**src/rtl/if_stage_if.sv**
```systemverilog
// Fetch-stage bus: instruction SRAM port, redirect/stall
// controls from downstream, and the IF/ID register outputs.
interface if_stage_if #(
  parameter int DATA_WIDTH = 16,
  parameter int ADDR_WIDTH = 16
);
  logic [DATA_WIDTH-1:0] inst_in;
  logic [ADDR_WIDTH-1:0] addr_0;
  logic                  stall;
  logic                  redirect;
  logic [ADDR_WIDTH-1:0] redirect_pc;
  logic [DATA_WIDTH-1:0] if_id_inst;
  logic [ADDR_WIDTH-1:0] if_id_pc;
  logic                  if_id_valid;

  modport master (
    input  inst_in,
    input  stall,
    input  redirect,
    input  redirect_pc,
    output addr_0,
    output if_id_inst,
    output if_id_pc,
    output if_id_valid
  );

  modport slave (
    output inst_in,
    output stall,
    output redirect,
    output redirect_pc,
    input  addr_0,
    input  if_id_inst,
    input  if_id_pc,
    input  if_id_valid
  );
endinterface

```
**src/rtl/if_stage.sv**
```systemverilog
// Instruction fetch stage: word PC, async SRAM fetch, IF/ID register.
// Optional halt detection compiled in with macro IF_HALT_DETECT_EN.
module if_stage #(
  parameter int DATA_WIDTH = 16,
  parameter int ADDR_WIDTH = 16,
  parameter logic [ADDR_WIDTH-1:0] RESET_PC = '0,
  parameter logic [DATA_WIDTH-1:0] NOP_INST = '0
) (
  input  logic       clk,
  input  logic       reset_n,
  if_stage_if.master bus
);

  typedef struct packed {
    logic [DATA_WIDTH-1:0] inst;
    logic [ADDR_WIDTH-1:0] pc;
    logic                  valid;
  } if_id_t;

  logic [ADDR_WIDTH-1:0] r_pc;
  logic [ADDR_WIDTH-1:0] w_pc_nxt;
  logic [ADDR_WIDTH-1:0] w_pc_inc;
  if_id_t                r_if_id;
  if_id_t                w_if_id_nxt;

`ifdef IF_HALT_DETECT_EN
  logic r_halted;
  logic w_halted_nxt;
  logic w_halt_op;

  // Top opcode nibble all-ones marks a halt instruction
  assign w_halt_op = (bus.inst_in[15:12] == 4'hF);
`endif

  assign w_pc_inc = r_pc + 1'b1;

  // Next PC / IF/ID select; redirect outranks everything
  always_comb begin
    w_pc_nxt    = r_pc;
    w_if_id_nxt = r_if_id;
    priority case (1'b1)
      bus.redirect: begin
        w_pc_nxt          = bus.redirect_pc;
        w_if_id_nxt.inst  = NOP_INST;
        w_if_id_nxt.pc    = r_pc;
        w_if_id_nxt.valid = 1'b0;
      end
`ifdef IF_HALT_DETECT_EN
      r_halted: begin
        w_pc_nxt          = r_pc;
        w_if_id_nxt.inst  = NOP_INST;
        w_if_id_nxt.pc    = r_pc;
        w_if_id_nxt.valid = 1'b0;
      end
`endif
      bus.stall: begin
        w_pc_nxt    = r_pc;
        w_if_id_nxt = r_if_id;
      end
      default: begin
        w_pc_nxt          = w_pc_inc;
        w_if_id_nxt.inst  = bus.inst_in;
        w_if_id_nxt.pc    = r_pc;
        w_if_id_nxt.valid = 1'b1;
      end
    endcase
  end

`ifdef IF_HALT_DETECT_EN
  // Halt sets on a captured halt op, clears on redirect
  always_comb begin
    w_halted_nxt = r_halted;
    if (bus.redirect) begin
      w_halted_nxt = 1'b0;
    end else if (!r_halted && !bus.stall && w_halt_op) begin
      w_halted_nxt = 1'b1;
    end
  end

  // Halted flag register
  always_ff @(posedge clk or negedge reset_n) begin
    if (!reset_n) begin
      r_halted <= 1'b0;
    end else begin
      r_halted <= w_halted_nxt;
    end
  end
`endif

  // PC and IF/ID state registers
  always_ff @(posedge clk or negedge reset_n) begin
    if (!reset_n) begin
      r_pc          <= RESET_PC;
      r_if_id.inst  <= NOP_INST;
      r_if_id.pc    <= RESET_PC;
      r_if_id.valid <= 1'b0;
    end else begin
      r_pc    <= w_pc_nxt;
      r_if_id <= w_if_id_nxt;
    end
  end

  assign bus.addr_0      = r_pc;
  assign bus.if_id_inst  = r_if_id.inst;
  assign bus.if_id_pc    = r_if_id.pc;
  assign bus.if_id_valid = r_if_id.valid;

endmodule
```
**src/flat_wrapper.sv**
```systemverilog
// flat-port wrapper written by rule: the top's interface ports become plain ports
module if_stage_flat 
#(
  parameter int DATA_WIDTH = 16,
  parameter int ADDR_WIDTH = 16,
  parameter logic [ADDR_WIDTH-1:0] RESET_PC = '0,
  parameter logic [DATA_WIDTH-1:0] NOP_INST = '0
)
  (clk, reset_n, bus_inst_in, bus_stall, bus_redirect, bus_redirect_pc, bus_addr_0, bus_if_id_inst, bus_if_id_pc, bus_if_id_valid);
  if_stage_if #(.DATA_WIDTH(DATA_WIDTH), .ADDR_WIDTH(ADDR_WIDTH)) bus_i ();
  input  logic clk;
  input  logic reset_n;
  input wire logic [$bits(bus_i.inst_in)-1:0] bus_inst_in;
  input wire logic [$bits(bus_i.stall)-1:0] bus_stall;
  input wire logic [$bits(bus_i.redirect)-1:0] bus_redirect;
  input wire logic [$bits(bus_i.redirect_pc)-1:0] bus_redirect_pc;
  output wire logic [$bits(bus_i.addr_0)-1:0] bus_addr_0;
  output wire logic [$bits(bus_i.if_id_inst)-1:0] bus_if_id_inst;
  output wire logic [$bits(bus_i.if_id_pc)-1:0] bus_if_id_pc;
  output wire logic [$bits(bus_i.if_id_valid)-1:0] bus_if_id_valid;
  assign bus_i.inst_in = bus_inst_in;
  assign bus_i.stall = bus_stall;
  assign bus_i.redirect = bus_redirect;
  assign bus_i.redirect_pc = bus_redirect_pc;
  assign bus_addr_0 = bus_i.addr_0;
  assign bus_if_id_inst = bus_i.if_id_inst;
  assign bus_if_id_pc = bus_i.if_id_pc;
  assign bus_if_id_valid = bus_i.if_id_valid;
  if_stage #(.DATA_WIDTH(DATA_WIDTH), .ADDR_WIDTH(ADDR_WIDTH), .RESET_PC(RESET_PC), .NOP_INST(NOP_INST)) u_core (.clk(clk), .reset_n(reset_n), .bus(bus_i));
endmodule
```
**config.mk**
```make
export PLATFORM = sky130hd
export DESIGN_NAME = if_stage_flat
export DESIGN_NICKNAME = d
export VERILOG_FILES = /design/src/rtl/if_stage_if.sv /design/src/rtl/if_stage.sv /design/src/flat_wrapper.sv
export SDC_FILE = /design/constraint.sdc
export NUM_CORES = 1
export LEC_CHECK = 0
export ABC_AREA = 0
export CAP_MARGIN = 10
export CORE_AREA = 2 2 90 92
export DETAILED_ROUTE_END_ITERATION = 8
export DIE_AREA = 0 0 92 94
export PLACE_DENSITY_LB_ADDON = 0.25
export SYNTH_ARGS = -nofsm -noshare
export SYNTH_HDL_FRONTEND = slang
export SYNTH_SLANG_ARGS = --single-unit
```
**constraint.sdc**
```tcl
create_clock -name clk -period 3.25 [get_ports clk]
set_clock_uncertainty 0.15 [all_clocks]
set_input_delay 0.975 -clock clk [delete_from_list [all_inputs] [get_ports clk]]
set_output_delay 0.975 -clock clk [all_outputs]
set_load 0.005 [all_outputs]
```
==> flow_summary.ini <==
[run_status]
outcome = finished, final reports clean

[routing]
detail_route.first_pass.iterations = 4
postRouteAntennaNets = 0
dr_total_vias = 1710
drc = 0
wire_per_inst_um = 13.93
wl_um = 5348
viasPerCell = 4.453
drt_iter0_markers = 60

[global_routing]
antenna_found_initial = 0
grt_max_degree = 52
grt_overflow = 0
grt_pass1_wl_um = 8894
grt_pass1_vias = 1768
grt_usage = 0.1307

[floorplan]
fp-row-count = 32
die_area_um2 = 8648
core-area_um2 = 7607
fp.dieW_um = 92
ioPinCount = 85
die_h_um = 94
start_util = 0.3072

[timing]
setup_viol = 0
worst_pin_slew_ps = 490.0
setup_tns_ps = 0
maxSlewHeadroom = 0.6733
finalCriticalPeriod_ps = 2496
worst_hold_slack_ps = 340.1
fmax_ghz = 0.4007
fin_crit_sh = 0.7679
slew_violations = 0
hold_viol_final = 0
layout_setup_ws_ps = 754.5
rsz0062_at_grt = false

[critical_path]
critPathRequiredTime_ps = 2120
critPathLaunchType = flop
path_class = flop to output port
critical_path.cell_chain = clkdlybuf4s50_1
cp-end-kind = output port
slowest_stage = clkdlybuf4s50_1
path_buf_inv = 1
critPathTopFamily = buffers and inverters
r2r_slack_ps = 1610
critPathMaxStageDelay_ps = 570
critPathMaxFanout = 8
arrival_ps = 1370

[clock_network]
cts_max_level = 2
cts_tree = done
cts.clk_slew.worst_paths_ps = 80
cts-root-buf = clkbuf_8
clock-sinks = 49
hold_buffers = 0
ctsResizeCount = 0
clock_path_buffers = 2
cts_buffers = 5
post_cts_buffers = 0
clk_latency_ps = 300

[synth]
yosys_warnings = 0
synth_seq_cells = 49
synth_fp_nets = 248
synthCells = 211
synth_area_per_cell_um2 = 11.08
ys_seq_area_frac = 0.5246
synth.cell_area_um2 = 2337
synth_cell_type_count = 32

[placement]
pre_cts_ws_ps = 499.1
dp.final_hpwl_um = 3890
port_buffers = 84
gp_congestion = 0.7749

[cells_and_area]
diodes = 0
drive_gt1_frac = 0.1241
area_growth_pct = 39.03
final_cell_mix = clkdlybuf4s50_1, dfrtp_1, nand2_1
layout_commonest_cell = clkdlybuf4s50_1
final_util = 0.4271
num-nets-final = 318

[pwr]
ir_drop_mv = 0.1498
p_per_area_nw_per_um2 = 420.4
leakage_nw = 1.359

[worst_hold_path]
hold_path.class = flop to flop

[flow_run]
maxCapViolCount = 0
synth_stat cells:
master    number  area, um^2
and3b_1        2       17.52
inv_1          4       15.01
buf_4         17       127.6
and4_1         2       17.52
and3_4         1       11.26
nor2_1        20       75.07
nor4_2         3       37.54
mux2_2        13       146.4
a21boi_2       1       11.26
o21ai_0       12       60.06
buf_6          1       11.26
buf_2          4       20.02
nor3_2         1       10.01
clkbuf_1       5       18.77
nand3_1        5       25.02
nor2b_1        2       12.51
nor4_1         1       6.260
dfrtp_1       49        1226
ha_1           1       12.51
nand3_4        1       17.52
o31a_1         1       8.760
nand2b_1       2       12.51
nand3b_1       1       7.510
nor3_1         1       5.000
xor2_1         5       43.79
a21oi_1        1       5.000
xnor2_1        7       61.31
nand2_1       21       78.83
a311o_1        2       20.02
mux2i_1       17       170.2
o21ai_1        4       20.02
nand4_1        4       25.02
registers in the layout, indices dropped and copies added, names as in the netlist:
signal and flops:
u_core.bus.addr_0 16, u_core.bus.if_id_inst 16, u_core.bus.if_id_valid 1, u_core.bus.if_id_pc 16
metal layers:
| layer | vias to the layer above | part of all wire | global-route usage |
|---|---|---|---|
| met5 | - | 0 | 0 |
| met4 | 0 | 0.010 | 0.03358 |
| met3 | 5 | 0.052 | 0.03371 |
| met2 | 61 | 0.46 | 0.2096 |
| met1 | 807 | 0.47 | 0.1768 |
| li1 | 837 | - | - |
kinds of logic after synthesis:
kind of cell / Yosys count / synth area share
multiplexers: 30 / 0.1354
AO/OA/AOI/OAI: 21 / 0.05353
buffers and inverters: 31 / 0.08244
AND/OR/NAND/NOR: 67 / 0.1536
flip-flops: 49 / 0.5246
XOR/XNOR: 12 / 0.04497
adder cells (fa/ha/maj): 1 / 0.005352
final timing paths:
| check | cells past startpoint | endpoint | from |
|---|---|---|---|
| setup / recovery | 1 | bus_addr_0[7] | u_core.bus.addr_0[7]$_DFFE_PN0P_ |
| hold / removal | 2 | u_core.bus.if_id_pc[15]$_DFFE_PN0P_ | u_core.bus.if_id_pc[15]$_DFFE_PN0P_ |
| hold reg to reg | 2 | u_core.bus.if_id_pc[15]$_DFFE_PN0P_ | u_core.bus.if_id_pc[15]$_DFFE_PN0P_ |
| min in group asynchronous | 1 | u_core.bus.if_id_pc[9]$_DFFE_PN0P_ | reset_n |
| max in group asynchronous | 2 | u_core.bus.addr_0[1]$_DFFE_PN0P_ | reset_n |
| setup reg to reg | 4 | u_core.bus.addr_0[15]$_DFFE_PN0P_ | u_core.bus.addr_0[0]$_DFFE_PN0P_ |
power by group:
group | internal [mW] | total (mW) | switching (mW)
Clock | 0.153 | 0.351 | 0.198
Combinational | 0.191 | 0.295 | 0.104
Sequential | 0.666 | 0.721 | 0.0544
Total | 1.01 | 1.37 | 0.356
through the flow:
stage | instances | cell area, um^2 | total power, mW
detailed placement | 376 | 3166 | 1.034
global placement | 376 | 3166 | 1.031
CTS | 384 | 3249 | 1.394
global route | 384 | 3249 | 1.446
finish | 384 | 3249 | 1.366
floorplan | 211 | 2337 | 0.8576
layout make-up:
cell class / count / area [um^2]
fill: 779 / 4358
sequential: 49 / 1226
multi-input combinational: 131 / 920.9
timing repair buffer: 90 / 875.8
tap: 102 / 127.6
clock buffer: 7 / 76.32
inverter: 4 / 15.01
clock inverter: 1 / 7.507
Power figures use the tool's default switching activity.
